### config.mk
export PLATFORM = sky130hd
export DESIGN_NAME = sprite_anim_ctrl
export DESIGN_NICKNAME = d
export VERILOG_FILES = /design/src/rtl/sprite_anim_ctrl.sv
export SDC_FILE = /design/constraint.sdc
export NUM_CORES = 1
export LEC_CHECK = 0
export BUFFER_PORTS_ARGS = -buffer_cell sky130_fd_sc_hd__buf_4
export CAP_MARGIN = 30
export CORE_MARGIN = 1
export CORE_UTILIZATION = 53
export DETAILED_ROUTE_END_ITERATION = 12
export GPL_TIMING_DRIVEN = 0
export HOLD_SLACK_MARGIN = 0.15
export PLACE_DENSITY = 0.78
export SLEW_MARGIN = 20
export SYNTH_ARGS = -nofsm -noshare
export SYNTH_HDL_FRONTEND = slang
export SYNTH_SLANG_ARGS = --single-unit
### constraint.sdc
create_clock -name clk -period 5.33 [get_ports clk]
set_clock_uncertainty 0.2 [all_clocks]
set_input_delay 0.533 -clock clk [delete_from_list [all_inputs] [get_ports clk]]
set_output_delay 0.533 -clock clk [all_outputs]
set_load 0.01 [all_outputs]
### src/rtl/sprite_anim_ctrl.sv
// sprite_anim_ctrl
//   Steps the overworld player's two-frame walk animation on video-frame
//   ticks, selects the matching per-direction sprite ROM, and turns the raster
//   position into a ROM pixel index. It returns an opaque/transparent RGB565
//   pixel to the mixer through a two-stage pipeline.
//
// Ports
//   clk, rst_n            clock, asynchronous active-low reset
//   frame_tick            one-cycle pulse at start of vertical blank
//   dir                   facing: 0 down, 1 up, 2 left, 3 right
//   moving                walking request from movement logic
//   sprite_x, sprite_y    sprite top-left position (committed on frame_tick)
//   hcount, vcount        current raster position
//   rom_width, rom_height size of the selected ROM image
//   rom_color             colour from the ROM bank for rom_pixel
//   rom_sel               ROM select {dir, anim_frame}, committed on frame_tick
//   rom_pixel             pixel index into the selected ROM (stage 1)
//   anim_frame            current walk frame
//   pix_color, pix_opaque sprite pixel for the mixer (stage 2)
module sprite_anim_ctrl #(
  parameter int          FRAMES_PER_STEP = 8,
  parameter logic [15:0] TRANSPARENT     = 16'hFFFF,
  parameter int          COORD_W         = 10
) (
  input  logic               clk,
  input  logic               rst_n,
  input  logic               frame_tick,
  input  logic [1:0]         dir,
  input  logic               moving,
  input  logic [COORD_W-1:0] sprite_x,
  input  logic [COORD_W-1:0] sprite_y,
  input  logic [COORD_W-1:0] hcount,
  input  logic [COORD_W-1:0] vcount,
  input  logic [5:0]         rom_width,
  input  logic [5:0]         rom_height,
  input  logic [15:0]        rom_color,
  output logic [2:0]         rom_sel,
  output logic [16:0]        rom_pixel,
  output logic               anim_frame,
  output logic [15:0]        pix_color,
  output logic               pix_opaque
);

  localparam int CNT_W = (FRAMES_PER_STEP > 1) ? $clog2(FRAMES_PER_STEP) : 1;
  localparam logic [CNT_W-1:0] CNT_LAST = CNT_W'(FRAMES_PER_STEP - 1);
  // One extra bit so position + size never wraps at the right/bottom edge.
  localparam int EW = COORD_W + 1;

  typedef enum logic [1:0] {
    IDLE   = 2'd0,
    WALK_A = 2'd1,
    WALK_B = 2'd2
  } state_t;

  state_t             state_q, state_d;
  logic [CNT_W-1:0]   cnt_q, cnt_d;
  logic               frame_q, frame_d;
  logic [2:0]         rom_sel_q;
  logic [COORD_W-1:0] pos_x_q, pos_y_q;
  logic [16:0]        rom_pixel_q, rom_pixel_d;
  logic               inbox_q, inbox_d;
  logic [15:0]        pix_color_q;
  logic               pix_opaque_q;

  // ---------------------------------------------------------------------------
  // Walk animation next state. Dropping 'moving' wins over a coincident tick.
  // ---------------------------------------------------------------------------
  always_comb begin
    state_d = state_q;
    cnt_d   = cnt_q;
    case (state_q)
      IDLE: begin
        if (moving) begin
          state_d = WALK_A;
          cnt_d   = '0;
        end
      end
      WALK_A, WALK_B: begin
        if (!moving) begin
          state_d = IDLE;
          cnt_d   = '0;
        end else if (frame_tick) begin
          if (cnt_q == CNT_LAST) begin
            state_d = (state_q == WALK_A) ? WALK_B : WALK_A;
            cnt_d   = '0;
          end else begin
            cnt_d = cnt_q + 1'b1;
          end
        end
      end
      default: begin
        state_d = IDLE;
        cnt_d   = '0;
      end
    endcase
    frame_d = (state_d == WALK_B);
  end

  // ---------------------------------------------------------------------------
  // Stage 1: box test and pixel index against the committed position.
  // ---------------------------------------------------------------------------
  logic [EW-1:0] hx, vy, px, py, px_end, py_end, dx, dy;
  logic          inbox_c;
  logic [16:0]   idx_c;

  always_comb begin
    hx      = {1'b0, hcount};
    vy      = {1'b0, vcount};
    px      = {1'b0, pos_x_q};
    py      = {1'b0, pos_y_q};
    px_end  = px + EW'(rom_width);
    py_end  = py + EW'(rom_height);
    dx      = hx - px;
    dy      = vy - py;
    // A zero width or height makes the upper bound equal the lower one,
    // so such a sprite is never in the box.
    inbox_c = (hx >= px) && (hx < px_end) && (vy >= py) && (vy < py_end);
    idx_c   = 17'(dy) * 17'(rom_width) + 17'(dx);
    rom_pixel_d = inbox_c ? idx_c : 17'd0;
    inbox_d     = inbox_c;
  end

  // ---------------------------------------------------------------------------
  // All state. Selection and position only move on frame_tick so the sprite
  // never tears mid-frame; the pixel already in stage 1 finishes unchanged.
  // ---------------------------------------------------------------------------
  always_ff @(posedge clk or negedge rst_n) begin
    if (!rst_n) begin
      state_q      <= IDLE;
      cnt_q        <= '0;
      frame_q      <= 1'b0;
      rom_sel_q    <= 3'd0;
      pos_x_q      <= '0;
      pos_y_q      <= '0;
      rom_pixel_q  <= 17'd0;
      inbox_q      <= 1'b0;
      pix_color_q  <= 16'd0;
      pix_opaque_q <= 1'b0;
    end else begin
      state_q <= state_d;
      cnt_q   <= cnt_d;
      frame_q <= frame_d;
      if (frame_tick) begin
        rom_sel_q <= {dir, frame_d};
        pos_x_q   <= sprite_x;
        pos_y_q   <= sprite_y;
      end
      rom_pixel_q <= rom_pixel_d;
      inbox_q     <= inbox_d;
      // Stage 2: rom_color belongs to rom_pixel_q, aligned with inbox_q.
      if (inbox_q && (rom_color != TRANSPARENT)) begin
        pix_opaque_q <= 1'b1;
        pix_color_q  <= rom_color;
      end else begin
        pix_opaque_q <= 1'b0;
        pix_color_q  <= 16'd0;
      end
    end
  end

  assign rom_sel    = rom_sel_q;
  assign rom_pixel  = rom_pixel_q;
  assign anim_frame = frame_q;
  assign pix_color  = pix_color_q;
  assign pix_opaque = pix_opaque_q;

endmodule

Yosys cells after proc, flatten, opt, wreduce, memory -nomap -nowiden
Index checks and enable logic that the tools add are counted.

Output and inout bits: 38. Logic and storage cells: 49. Flip-flop bits (word level): 64. Input bits: 74.

Mux-type cells: 14. Multiply operators: 1. Equality and inequality tests: 7. $add $sub $neg: 6. Reduce and logical (&&, ||, !) cells: 7. Order comparisons: 4.

Operators with widths (number): adder 10 x 6 -> 11 bit (2); < comparator 10 x 11 -> 1 bit (2); subtractor 10 x 10 -> 11 bit (2); greater-or-equal comparator 10 bit (2); adder 17 x 11 -> 17 bit (1); multiplier 11 x 6 -> 17 bit (1); two-way mux 17 bit (1); two-way mux 16 bit (1); inequality test 16 bit, second input constant (1); two-way mux 3 bit (4); two-way mux 2 bit (5); one-hot mux 3 bit (2 select lines) (1); equality test 2 bit, second input constant (2); logical AND 1 bit (4); one-hot mux 2 bit (2 select lines) (1); adder 3 x 1 -> 3 bit, second input constant (1); equality test 3 bit, second input constant (1); inequality test 3 bit, second input constant (1); equality test 2 x 1 -> 1 bit, second input constant (1); zero test 2 bit (1); inequality test 2 bit, second input constant (1); AND reduction 2 bit (1); OR reduction 2 bit (1); two-way mux 1 bit (1).

Logic depth before layout (Yosys ltp)
Gate-level depths: netlist of run 1.

Depth after elaboration: 7. Gate-level depth with buffers: 26. Gate-level depth less buffers: 26.

Worst setup path after synthesis of run 1
No wires, ideal clock.

Path kind: input port to flip-flop. Start: in vcount[0]. End: reg rom_pixel_q[16] (netlist: rom_pixel[16]). Path buffers: 0. Path slack: -741 ps. Stages: 25. Arrival time: 5751 ps. Library setup time: 120 ps. Data required time: 5010 ps. Path through: inv_1 > ha_1 > inv_1 > fa_1 > a21o_1 > a21oi_1 > o21ai_0 > a21oi_1 > xnor2_1 > nand2_1 > fa_1 > inv_1 > fa_1 > fa_1 > inv_1 > fa_1 > inv_1 > ha_1 > nand2_1 > or3_1 > nor3_1 > a2111oi_0 > o21bai_1 > xnor2_1 > nor2_1.

Word-level cells in the longest chain between the ends: 4. Elaborated cells on any way between the ends: 8. Those cells by class: add/sub: 2; mul: 1; order compare: 2; mux: 1; reduce/logical: 2.

Ends and longest elaborated chain: start, declared (line 33) `input logic [COORD_W-1:0] vcount,`; subtractor 10 x 10 -> 11 bit or greater-or-equal comparator 10 bit (tied branches) (line 114, 117); multiplier 11 x 6 -> 17 bit or logical AND 1 bit (tied branches) (line 118, 117); adder 17 x 11 -> 17 bit or logical AND 1 bit (tied branches) (line 118, 117); two-way mux 17 bit * (line 119) `rom_pixel_d = inbox_c ? idx_c : 17'd0;`; named net rom_pixel_d[16] (line 60) `logic [16:0] rom_pixel_q, rom_pixel_d;`; end signal, assigned (line 148) `rom_pixel_q <= rom_pixel_d;`; end, declared (line 60).

The timed path passes the listed nets; every way through them passes the cells marked *. A chain may end at the register's enable or synchronous reset.

Worst setup path after layout of run 1
Start: reg pos_y_q[0]. End: reg rom_pixel_q[16] (netlist: rom_pixel[16]).

Word-level cells in the longest chain between the ends: 4. Elaborated cells on any way between the ends: 9. Those cells by class: add/sub: 3; mul: 1; order compare: 2; mux: 1; reduce/logical: 2.

Ends and longest elaborated chain: start, declared (line 59) `logic [COORD_W-1:0] pos_x_q, pos_y_q;`; start signal, assigned (line 146) `pos_y_q <= sprite_y;`; subtractor 10 x 10 -> 11 bit, or another cell as far along (line 114) `dy = vy - py;`; multiplier 11 x 6 -> 17 bit, or another cell as far along (line 118) `idx_c = 17'(dy) * 17'(rom_width) + 17'(dx);`; adder 17 x 11 -> 17 bit or logical AND 1 bit (tied branches) (line 118, 117); two-way mux 17 bit * (line 119); named net rom_pixel_d[16] (line 60).

Marks and branches as above.

==> results.txt, run 1 <==
In the final layout, the share of cells above drive strength 1 is 29.77%. The met3 track demand over resource is 4.553%. The part of the cycle the worst path needs came out at 111.0%. Once layout is done, the placed cells without fillers occupy 8643 µm². The worst setup path is of the reg2reg kind. The relative slew slack came out at 45.59%. The worst hold path belongs to the class in2reg. The commonest register cell after synthesis is sky130_fd_sc_hd__dfrtp_1. The number of buffers on the longest clock path came out at 2. The maximum fanout count along the critical path came out at 3.

For this run, the register share of the synthesized area comes to 24.57%. The remaining routing DRC violations is 0. Clock tree synthesis selected as its root buffer the cell sky130_fd_sc_hd__clkbuf_16. The detail-routed via count per cell is 5.472. Counting flops and latches in the post-synthesis netlist gives 64. The smallest setup slack after layout is -0.5841 ns. The worst endpoint required time came out at 5.35 ns. The post-synthesis net count came out at 918. The floorplan step set the die width to roughly 110 µm. STA classifies the critical path startpoint as a flop. The shortest clock period the worst path allows after layout is 5.914 ns. For this design, the sink count on the clock tree is 64. The number of different library cells in the post-synthesis netlist is 54. The aggregate routed wire length came out at 16460 µm. The floorplan step defined a die boundary enclosing 12750 µm².

The count of buffers inserted at the top-level ports came out at 110. The number of nets in the layout came out at 1078. The largest net degree at the start of global routing is 65.

The global-route total usage across every layer came out at a little over a quarter. Setup violations remaining at the end of the flow were counted as 11. The fraction of met2 tracks used by global routing is between 40% and 50%. The number of filler instances in the final layout is between 800 and 900. The run finished, with violations left. The actual slew at the worst max-slew pin is 0.8162 ns. The clock tree synthesis step divided the H-tree into 3 levels. The largest individual stage delay along the critical path comes from the cell sky130_fd_sc_hd__fa_1. The layout overhead on the synthesized area is 32.59%.

After floorplanning, the core was sized to cover 12010 µm². The height of the chip came out at 112.9 µm. The total number of yosys warnings is 0. Setup repair after global routing could not meet its margin everywhere. The final reports fail on setup timing. The number of global-route vias before repair came to between 5000 and 6000.

The met1 usage came out at 31.05%. The sort of element at the end of the critical path is a flop. The number of primary I/O pins came out at 112. On the worst path, the slowest cell contributes a delay of approximately 0.53 ns. The final RePlAce weighted congestion came out at 0.9295. The clock slew at the register clock pins of the worst setup and hold paths came out at 0.05 ns. Of all flip-flops after synthesis, the portion carrying an async set or reset was 100.0%. The hold violation count in the final report came to 0.

The number of buffer and inverter stages on the critical path came out at 5. The later pin in the worst-skew pair is clocked with a latency of about 0.34 ns. The routed length per instance came out at 16.18 µm.

Static timing analysis puts the maximum clock frequency at 169.1 MHz. The TritonCTS clock tree is built. The max-capacitance violation count came out at 0. The detailed placement HPWL is 12120 µm. The critical path's top delay family is adder cells. The antenna diode instance count is 0. Summing all multi-input logic gate instances after layout gives 4996 µm². The count of flip-flops with a built-in enable after synthesis came out at 0. The via count is 5565. The cell count after synthesis came out at roughly 700.

The number of buffers added by the clock tree synthesis step is 9. The instance area at placement came out at 7682 µm². The number of antenna violations at the first check in global routing is 0. The iteration count of the initial detailed-routing pass came out at 5. The final-report max-slew violation count is 0. The standard-cell row count came out at 40. The mapped netlist covers around 6500 µm².

The global route total overflow is 0. The register area is 1602 µm². STA puts the critical path data arrival time at 5.93 ns. In this run the most used layer during global routing was met2.

The average cell area after synthesis is 9.246 µm². The global-route wire length before repair is around 27000 µm. For this configuration, the core starts out at a cell density of 54.27%. Once detail routing completed, the nets flagged for antenna violations numbered 0. The detailed router's first-iteration violation count is 286.
[cell usage in the layout (no fill, tap or decap), types with 4 or more instances in the layout]
cell type,Yosys,final
sky130_fd_sc_hd__a21oi_2,2,9
sky130_fd_sc_hd__clkbuf_16,0,9
sky130_fd_sc_hd__buf_6,1,9
sky130_fd_sc_hd__nand3_1,9,9
sky130_fd_sc_hd__inv_2,0,12
sky130_fd_sc_hd__o21a_1,4,4
sky130_fd_sc_hd__o21ai_0,38,33
sky130_fd_sc_hd__xor2_1,12,12
sky130_fd_sc_hd__ha_1,90,77
sky130_fd_sc_hd__a21oi_1,36,26
sky130_fd_sc_hd__o21ai_4,0,4
sky130_fd_sc_hd__o21bai_1,7,7
sky130_fd_sc_hd__dfrtp_1,64,64
sky130_fd_sc_hd__nor2_1,48,47
sky130_fd_sc_hd__and2_1,58,52
sky130_fd_sc_hd__a21o_1,11,11
sky130_fd_sc_hd__inv_1,93,80
sky130_fd_sc_hd__xnor2_2,0,7
sky130_fd_sc_hd__nand2_1,51,47
sky130_fd_sc_hd__ha_4,0,10
sky130_fd_sc_hd__xnor2_1,27,19
sky130_fd_sc_hd__nand4_1,9,9
sky130_fd_sc_hd__buf_4,0,140
sky130_fd_sc_hd__and2_4,0,6
sky130_fd_sc_hd__fa_1,49,47
sky130_fd_sc_hd__nor2b_1,16,13
sky130_fd_sc_hd__mux2_2,5,5
sky130_fd_sc_hd__clkbuf_1,8,8
sky130_fd_sc_hd__nand2b_1,8,8
sky130_fd_sc_hd__o21ai_2,1,4
[flip-flops by register name, summed over array words and instances, names as in the netlist]
| name | cells |
|---|---|
| anim_frame | 1 |
| cnt_q | 3 |
| inbox_q | 1 |
| pix_color | 16 |
| pix_opaque | 1 |
| pos_x_q | 10 |
| pos_y_q | 10 |
| rom_pixel | 17 |
| rom_sel | 3 |
| state_q | 2 |
[through the flow]
stage | utilization [%] | hold slack (ns) | setup TNS [ns] | worst slack (ns) | cells
floorplan | - | 0.03741 | -1.692 | -0.3444 | 705
global placement | 63.96 | 0.2920 | -6.432 | -0.8441 | 962
detailed placement | 63.96 | 0.3018 | -7.127 | -0.9620 | 962
CTS | 69.92 | 0.1965 | -3.320 | -0.4596 | 1004
global route | 71.96 | 0.1988 | -6.423 | -0.8052 | 1017
finish | 71.96 | 0.2031 | -4.391 | -0.5841 | 1017
[area by class of cell]
class                           count  share of cell area [%]
Buffer                              9                  0.4777
Inverter                           93                   4.184
Clock buffer                       11                   2.924
Timing Repair Buffer              149                   13.32
Tap cell                          147                   2.128
Sequential cell                    64                   18.53
Clock inverter                      5                  0.6369
Multi-Input combinational cell    539                   57.80
[layer usage]
layer	wire length, µm	vias to the layer above
li1	-	2674
met1	6833	2659
met2	8362	191
met3	750	41
met4	510	0
met5	0	-
[cell families after synthesis]
logic type      share of synthesized area [%]
simple gates                            16.91
fa+ha+maj                               32.32
compound gates                          13.65
buf+inv                                 5.988
flops                                   24.57
xor+xnor                                5.240
mux                                     1.324
[tightest hold or removal path, delay by kind of cell]
| kind | cells | cell delay [ns] |
|---|---|---|
| compound gates | 1 | 0.06 |
| simple gates | 1 | 0.04 |
| buf+inv | 1 | 0.08 |
[what timing repair did]
| action | in CTS | in global routing |
|---|---|---|
| hold buffers | 1 | 0 |
| gates resized for setup | 37 | 41 |
| hold endpoints to repair | 61 | 0 |
| setup endpoints to repair | 11 | 11 |
| pin swaps | 44 | 54 |
| buffers inserted | 25 | 16 |
[synth_stat cells (3+ instances only)]
library cell | instances | area share, %
sky130_fd_sc_hd__o21a_1 | 4 | 0.46
sky130_fd_sc_hd__nand2b_1 | 8 | 0.77
sky130_fd_sc_hd__nand4_1 | 9 | 0.86
sky130_fd_sc_hd__o21bai_1 | 7 | 0.81
sky130_fd_sc_hd__fa_1 | 49 | 15
sky130_fd_sc_hd__and2_1 | 58 | 5.6
sky130_fd_sc_hd__ha_1 | 90 | 17
sky130_fd_sc_hd__inv_1 | 93 | 5.4
sky130_fd_sc_hd__nor2_1 | 48 | 2.8
sky130_fd_sc_hd__a31oi_1 | 4 | 0.38
sky130_fd_sc_hd__a211o_1 | 3 | 0.40
sky130_fd_sc_hd__mux2_2 | 5 | 0.86
sky130_fd_sc_hd__o21ai_1 | 4 | 0.31
sky130_fd_sc_hd__a211oi_1 | 5 | 0.58
sky130_fd_sc_hd__xor2_1 | 12 | 1.6
sky130_fd_sc_hd__clkbuf_1 | 8 | 0.46
sky130_fd_sc_hd__mux2i_1 | 3 | 0.46
sky130_fd_sc_hd__o21ai_0 | 38 | 2.9
sky130_fd_sc_hd__nor3_1 | 5 | 0.38
sky130_fd_sc_hd__or2_2 | 3 | 0.29
sky130_fd_sc_hd__a21oi_1 | 36 | 2.8
sky130_fd_sc_hd__o31a_1 | 3 | 0.40
sky130_fd_sc_hd__dfrtp_1 | 64 | 25
sky130_fd_sc_hd__nand3_1 | 9 | 0.69
sky130_fd_sc_hd__xnor2_1 | 27 | 3.6
sky130_fd_sc_hd__a21o_1 | 11 | 1.3
sky130_fd_sc_hd__nor2b_1 | 16 | 1.5
sky130_fd_sc_hd__nand2_1 | 51 | 2.9
[path summary, 6_finish.rpt]
path,cells after the start,from,end,slack [ns]
worst max register to register,25,pos_y_q[0]$_DFFE_PN0P_,rom_pixel[16]$_DFF_PN0_,-0.58
max in group asynchronous,2,rst_n,rom_sel[0]$_DFFE_PN0P_,3.76
min in group asynchronous,2,rst_n,rom_pixel[8]$_DFF_PN0_,0.63
worst max-delay path,25,pos_y_q[0]$_DFFE_PN0P_,rom_pixel[16]$_DFF_PN0_,-0.58
worst min-delay path,3,sprite_x[6],pos_x_q[6]$_DFFE_PN0P_,0.20
worst min register to register,1,rom_sel[0]$_DFFE_PN0P_,rom_sel[0]$_DFFE_PN0P_,0.31
Power of run 1 is not shown: default switching activity piles up to over one toggle a cycle in this logic, so the estimate is an artifact.
==> inputs of run 2 (changes only) <==
--- a/config.mk
+++ b/config.mk
@@ -5,14 +5,14 @@
 export SDC_FILE = /design/constraint.sdc
 export NUM_CORES = 1
 export LEC_CHECK = 0
-export BUFFER_PORTS_ARGS = -buffer_cell sky130_fd_sc_hd__buf_4
+export BUFFER_PORTS_ARGS = -buffer_cell sky130_fd_sc_hd__clkbuf_2
 export CAP_MARGIN = 30
 export CORE_MARGIN = 1
 export CORE_UTILIZATION = 53
 export DETAILED_ROUTE_END_ITERATION = 12
 export GPL_TIMING_DRIVEN = 0
 export HOLD_SLACK_MARGIN = 0.15
-export PLACE_DENSITY = 0.78
+export PLACE_DENSITY_LB_ADDON = 0.15
 export SLEW_MARGIN = 20
 export SYNTH_ARGS = -nofsm -noshare
 export SYNTH_HDL_FRONTEND = slang
==> run 2 against run 1 <==
Against the previous run: the flow finishes with violations (DRC, setup timing); sequential share of layout area grew 1.2 points; clock-buffer cell count down 1; design area decreased by 6.0%; global-route usage decreased by 1.4 points; worst setup slack better by 0.11 ns; critical path depth shrank 3; critical endpoint unchanged.
==> results.txt, run 2 (same netlist as run 1, synthesis figures left out) <==
The actual slew at the worst max-slew pin came out at 0.5347 ns (was 0.8162 ns). Cell internal power was estimated by the tool at 0.003089 W. The max-capacitance violation count came out at 0 (unchanged).

The layout overhead on the synthesized area is 24.59% (was 32.59%). The number of buffers added by the clock tree synthesis step is 9 (unchanged). Overall power consumption after layout is estimated at 0.005781 W. The relative slew slack is 64.35% (was 45.59%). The setup violation total in the final timing report was 10 (was 11). The remaining routing DRC violations is 1 (was 0). Walking the worst path, the cells encountered are inv_1, ha_4, or4_1, o21ai_2, o21bai_1, a21oi_2, xnor2_2, and2_4, fa_1, fa_1, fa_1, inv_1, fa_1, inv_1, ha_4, a21oi_2, o21ai_2, nor2b_2, a2111oi_4, o21bai_1, xnor2_1, nor2_1.

Commonest non-fill, non-tap cells in the layout: sky130_fd_sc_hd__clkbuf_2 (109), sky130_fd_sc_hd__inv_1 (83), sky130_fd_sc_hd__ha_1 (80) (was sky130_fd_sc_hd__buf_4 (140), sky130_fd_sc_hd__inv_1 (80), sky130_fd_sc_hd__ha_1 (77)). The commonest non-fill, non-tap cell in the layout was sky130_fd_sc_hd__clkbuf_2 (was sky130_fd_sc_hd__buf_4). The global-route total usage across every layer is 25.16% (was 26.53%).

In this run the static leakage power is 4.185 nW. The area of the multi-input gates is 4845 µm² (was 4996 µm²). Unrepaired setup endpoints after global routing: true (unchanged). The hold violation count in the final report is 0 (unchanged). The number of global-route vias before repair is 5491 (was 5838). The minimum hold slack is 0.1895 ns (was 0.2031 ns). The sort of element at the end of the critical path was a flop (unchanged). The most prevalent standard cell on the critical path is sky130_fd_sc_hd__fa_1. The routed length per instance came out at 15.28 µm (was 16.18 µm). The count of clock tree sinks came out at 64 (unchanged). The register area came out at 1602 µm² (unchanged).

The path class of the lowest-slack min-delay path is in2reg (unchanged). The antenna diode instance count is 0 (unchanged). The number of flip-flops under the largest register name came out at 17 (unchanged). The count of buffers inserted at the top-level ports is 110 (unchanged). The number of nets in the layout was 1063 (was 1078). The maximum vdd ir drop came out at 0.5013 mV. The depth of the critical timing path with buffers and inverters included came to 22 (was 25). The final antenna-violating net count is 0 (unchanged). The peak per-stage delay on the critical path came out at 0.54 ns (was 0.53 ns). The maximum fanout count along the critical path is 5 (was 3).

The final-report max-slew violation count came out at 0 (unchanged). The aggregate routed wire length is 15310 µm (was 16460 µm). The highest clock frequency the design can meet came out at 172.4 MHz (was 169.1 MHz). The arrival time reported for the critical path endpoint is 5.84 ns (was 5.93 ns). The detailed router's first-iteration violation count is 214 (was 286). The height of the chip came out at 112.9 µm (unchanged).

The final design instance area without fill is 8122 µm² (was 8643 µm²). The global route total overflow is 0 (unchanged). The number of primary I/O pins came out at 112 (unchanged). The global-route wire length before repair came to 25060 µm (was 26730 µm). The clock root buffer is sky130_fd_sc_hd__clkbuf_16 (unchanged). The worst slack at placement is -0.9049 ns (was -0.9620 ns). The number of instances on the worst hold path came out at 3 (unchanged). The die footprint was 12750 µm² (unchanged).

The part of the cycle the worst path needs is 108.8% (was 111.0%). The largest net degree at the start of global routing is 36 (was 65). The clock network fraction of total power came out at 11.5%.

Result of the run: complete, but fails checks (unchanged). The power per cell area came out at around 700 nW/µm². The net switching power came out at 0.002692 W. The number of buffer and inverter stages on the critical path came out at 3 (was 5). The worst-path cell with the longest stage delay is sky130_fd_sc_hd__or4_1 (was sky130_fd_sc_hd__fa_1). The number of buffers on the longest clock path came out at 2 (unchanged). The die width is 112.9 µm (unchanged).

The share of layout cells above drive strength 1 came out at 25.85% (was 29.77%). The detailed placement HPWL is 12040 µm (was 12120 µm). The standard-cell row count is 40 (unchanged). The via count was 5342 (was 5565). The number of cells traversed by the worst register-to-register path is 22 (was 25). The detail-routed via count per cell came out at 5.331 (was 5.472).

The starting density of the core came out at 54.27% (unchanged). The part of the power in combinational logic is 78.6%. The worst endpoint required time is 5.37 ns (was 5.35 ns). The type of origin of the critical path was a flop (unchanged). The final RePlAce weighted congestion came out at 0.8674 (was 0.9295). The TritonCTS clock tree was built (unchanged). The number of filler instances in the final layout is 962 (was 857). Failing checks: DRC, setup timing (was setup timing). The shortest clock period the worst path allows after layout came to 5.800 ns (was 5.914 ns).

The iteration count of the initial detailed-routing pass came to 8 (was 5). The number of antenna violations at the first check in global routing came out at 0 (unchanged). The clock slew at the register clock pins of the worst setup and hold paths came out at 0.07 ns (was 0.05 ns). The smallest setup slack after layout came out at -0.4700 ns (was -0.5841 ns). The floorplan core area came out at 12010 µm² (unchanged). The number of H-tree levels is 3 (unchanged).

The clock network latency to the later pin of the worst-skew pair came out at 0.35 ns (was 0.34 ns). In this run switching power makes up 46.56% of total power. Sequential cells account for 9.9% of the total power. The type of the setup path with the least slack was reg2reg (unchanged). The instance area at placement is 7430 µm² (was 7682 µm²). The critical path's top delay family is adder cells (unchanged).
## run 2: cell count changes in the layout (fill, tap and decap cells not counted), sizes merged
cell / change
buf: -125
bufinv: +1
clkinvlp: -1
clkbuf: +109
inv: +1
## run 2: power by group through the flow
| stage | logic [W] | registers [W] | clock network (W) |
|---|---|---|---|
| after global routing | 0.00505 | 0.000578 | 0.000693 |
| after global placement | 0.00373 | 0.000578 | 0 |
| after CTS | 0.00434 | 0.000573 | 0.000675 |
| final | 0.00455 | 0.000572 | 0.000662 |
| after detailed placement | 0.00384 | 0.000582 | 0 |
| after floorplan | 0.00312 | 0.000597 | 0 |
## run 2: stage by stage
step                cells  setup TNS [ns]  util (%)
finish               1002          -2.809     67.61
global route         1002          -5.123     67.61
CTS                  1001          -2.654     67.08
detailed placement    963          -6.900     61.85
global placement      962          -6.431     61.67
floorplan             705          -1.692         -
## run 2: metal layers
metal	global-route usage, %	routed length (µm)	share of wire, %	vias to the layer above
met4	10.09	488	3.2	0
met3	5.035	675	4.4	35
li1	-	-	-	2644
met5	0	0	0	-
met2	44.69	7541	49	131
met1	29.93	6602	43	2532
## run 2: layout make-up
| class | instances | share of cell area, % |
|---|---|---|
| Multi-Input combinational cell | 539 | 59.65 |
| Sequential cell | 64 | 19.72 |
| Timing Repair Buffer | 134 | 9.351 |
| Inverter | 93 | 4.452 |
| Clock buffer | 10 | 2.943 |
| Tap cell | 147 | 2.265 |
| Clock inverter | 6 | 1.109 |
| Buffer | 9 | 0.5084 |
## run 2: what timing repair did
item | 4_1_cts | 5_1_grt
gates resized for setup | 24 | 13
setup endpoints to repair | 11 | 11
hold buffers | 1 | 0
buffers inserted | 21 | 1
endpoints found under the hold margin | 34 | 0
pin swaps | 25 | 5
## run 2: final timing paths
| path | slack (ns) | endpoint | startpoint |
|---|---|---|---|
| max in group asynchronous | 3.87 | pos_x_q[1]$_DFFE_PN0P_ | rst_n |
| min reg2reg | 0.31 | rom_sel[0]$_DFFE_PN0P_ | rom_sel[0]$_DFFE_PN0P_ |
| min | 0.19 | pos_y_q[6]$_DFFE_PN0P_ | sprite_y[6] |
| min in group asynchronous | 0.50 | rom_pixel[11]$_DFF_PN0_ | rst_n |
| max | -0.47 | rom_pixel[16]$_DFF_PN0_ | pos_y_q[3]$_DFFE_PN0P_ |
| max reg2reg | -0.47 | rom_pixel[16]$_DFF_PN0_ | pos_y_q[3]$_DFFE_PN0P_ |
## run 2: tightest hold or removal path: cells and delay by family
| kind | cells | cell delay [ns] |
|---|---|---|
| simple gates | 1 | 0.04 |
| compound gates | 1 | 0.06 |
| buf+inv | 1 | 0.07 |
(Power assumes the default switching activity.)
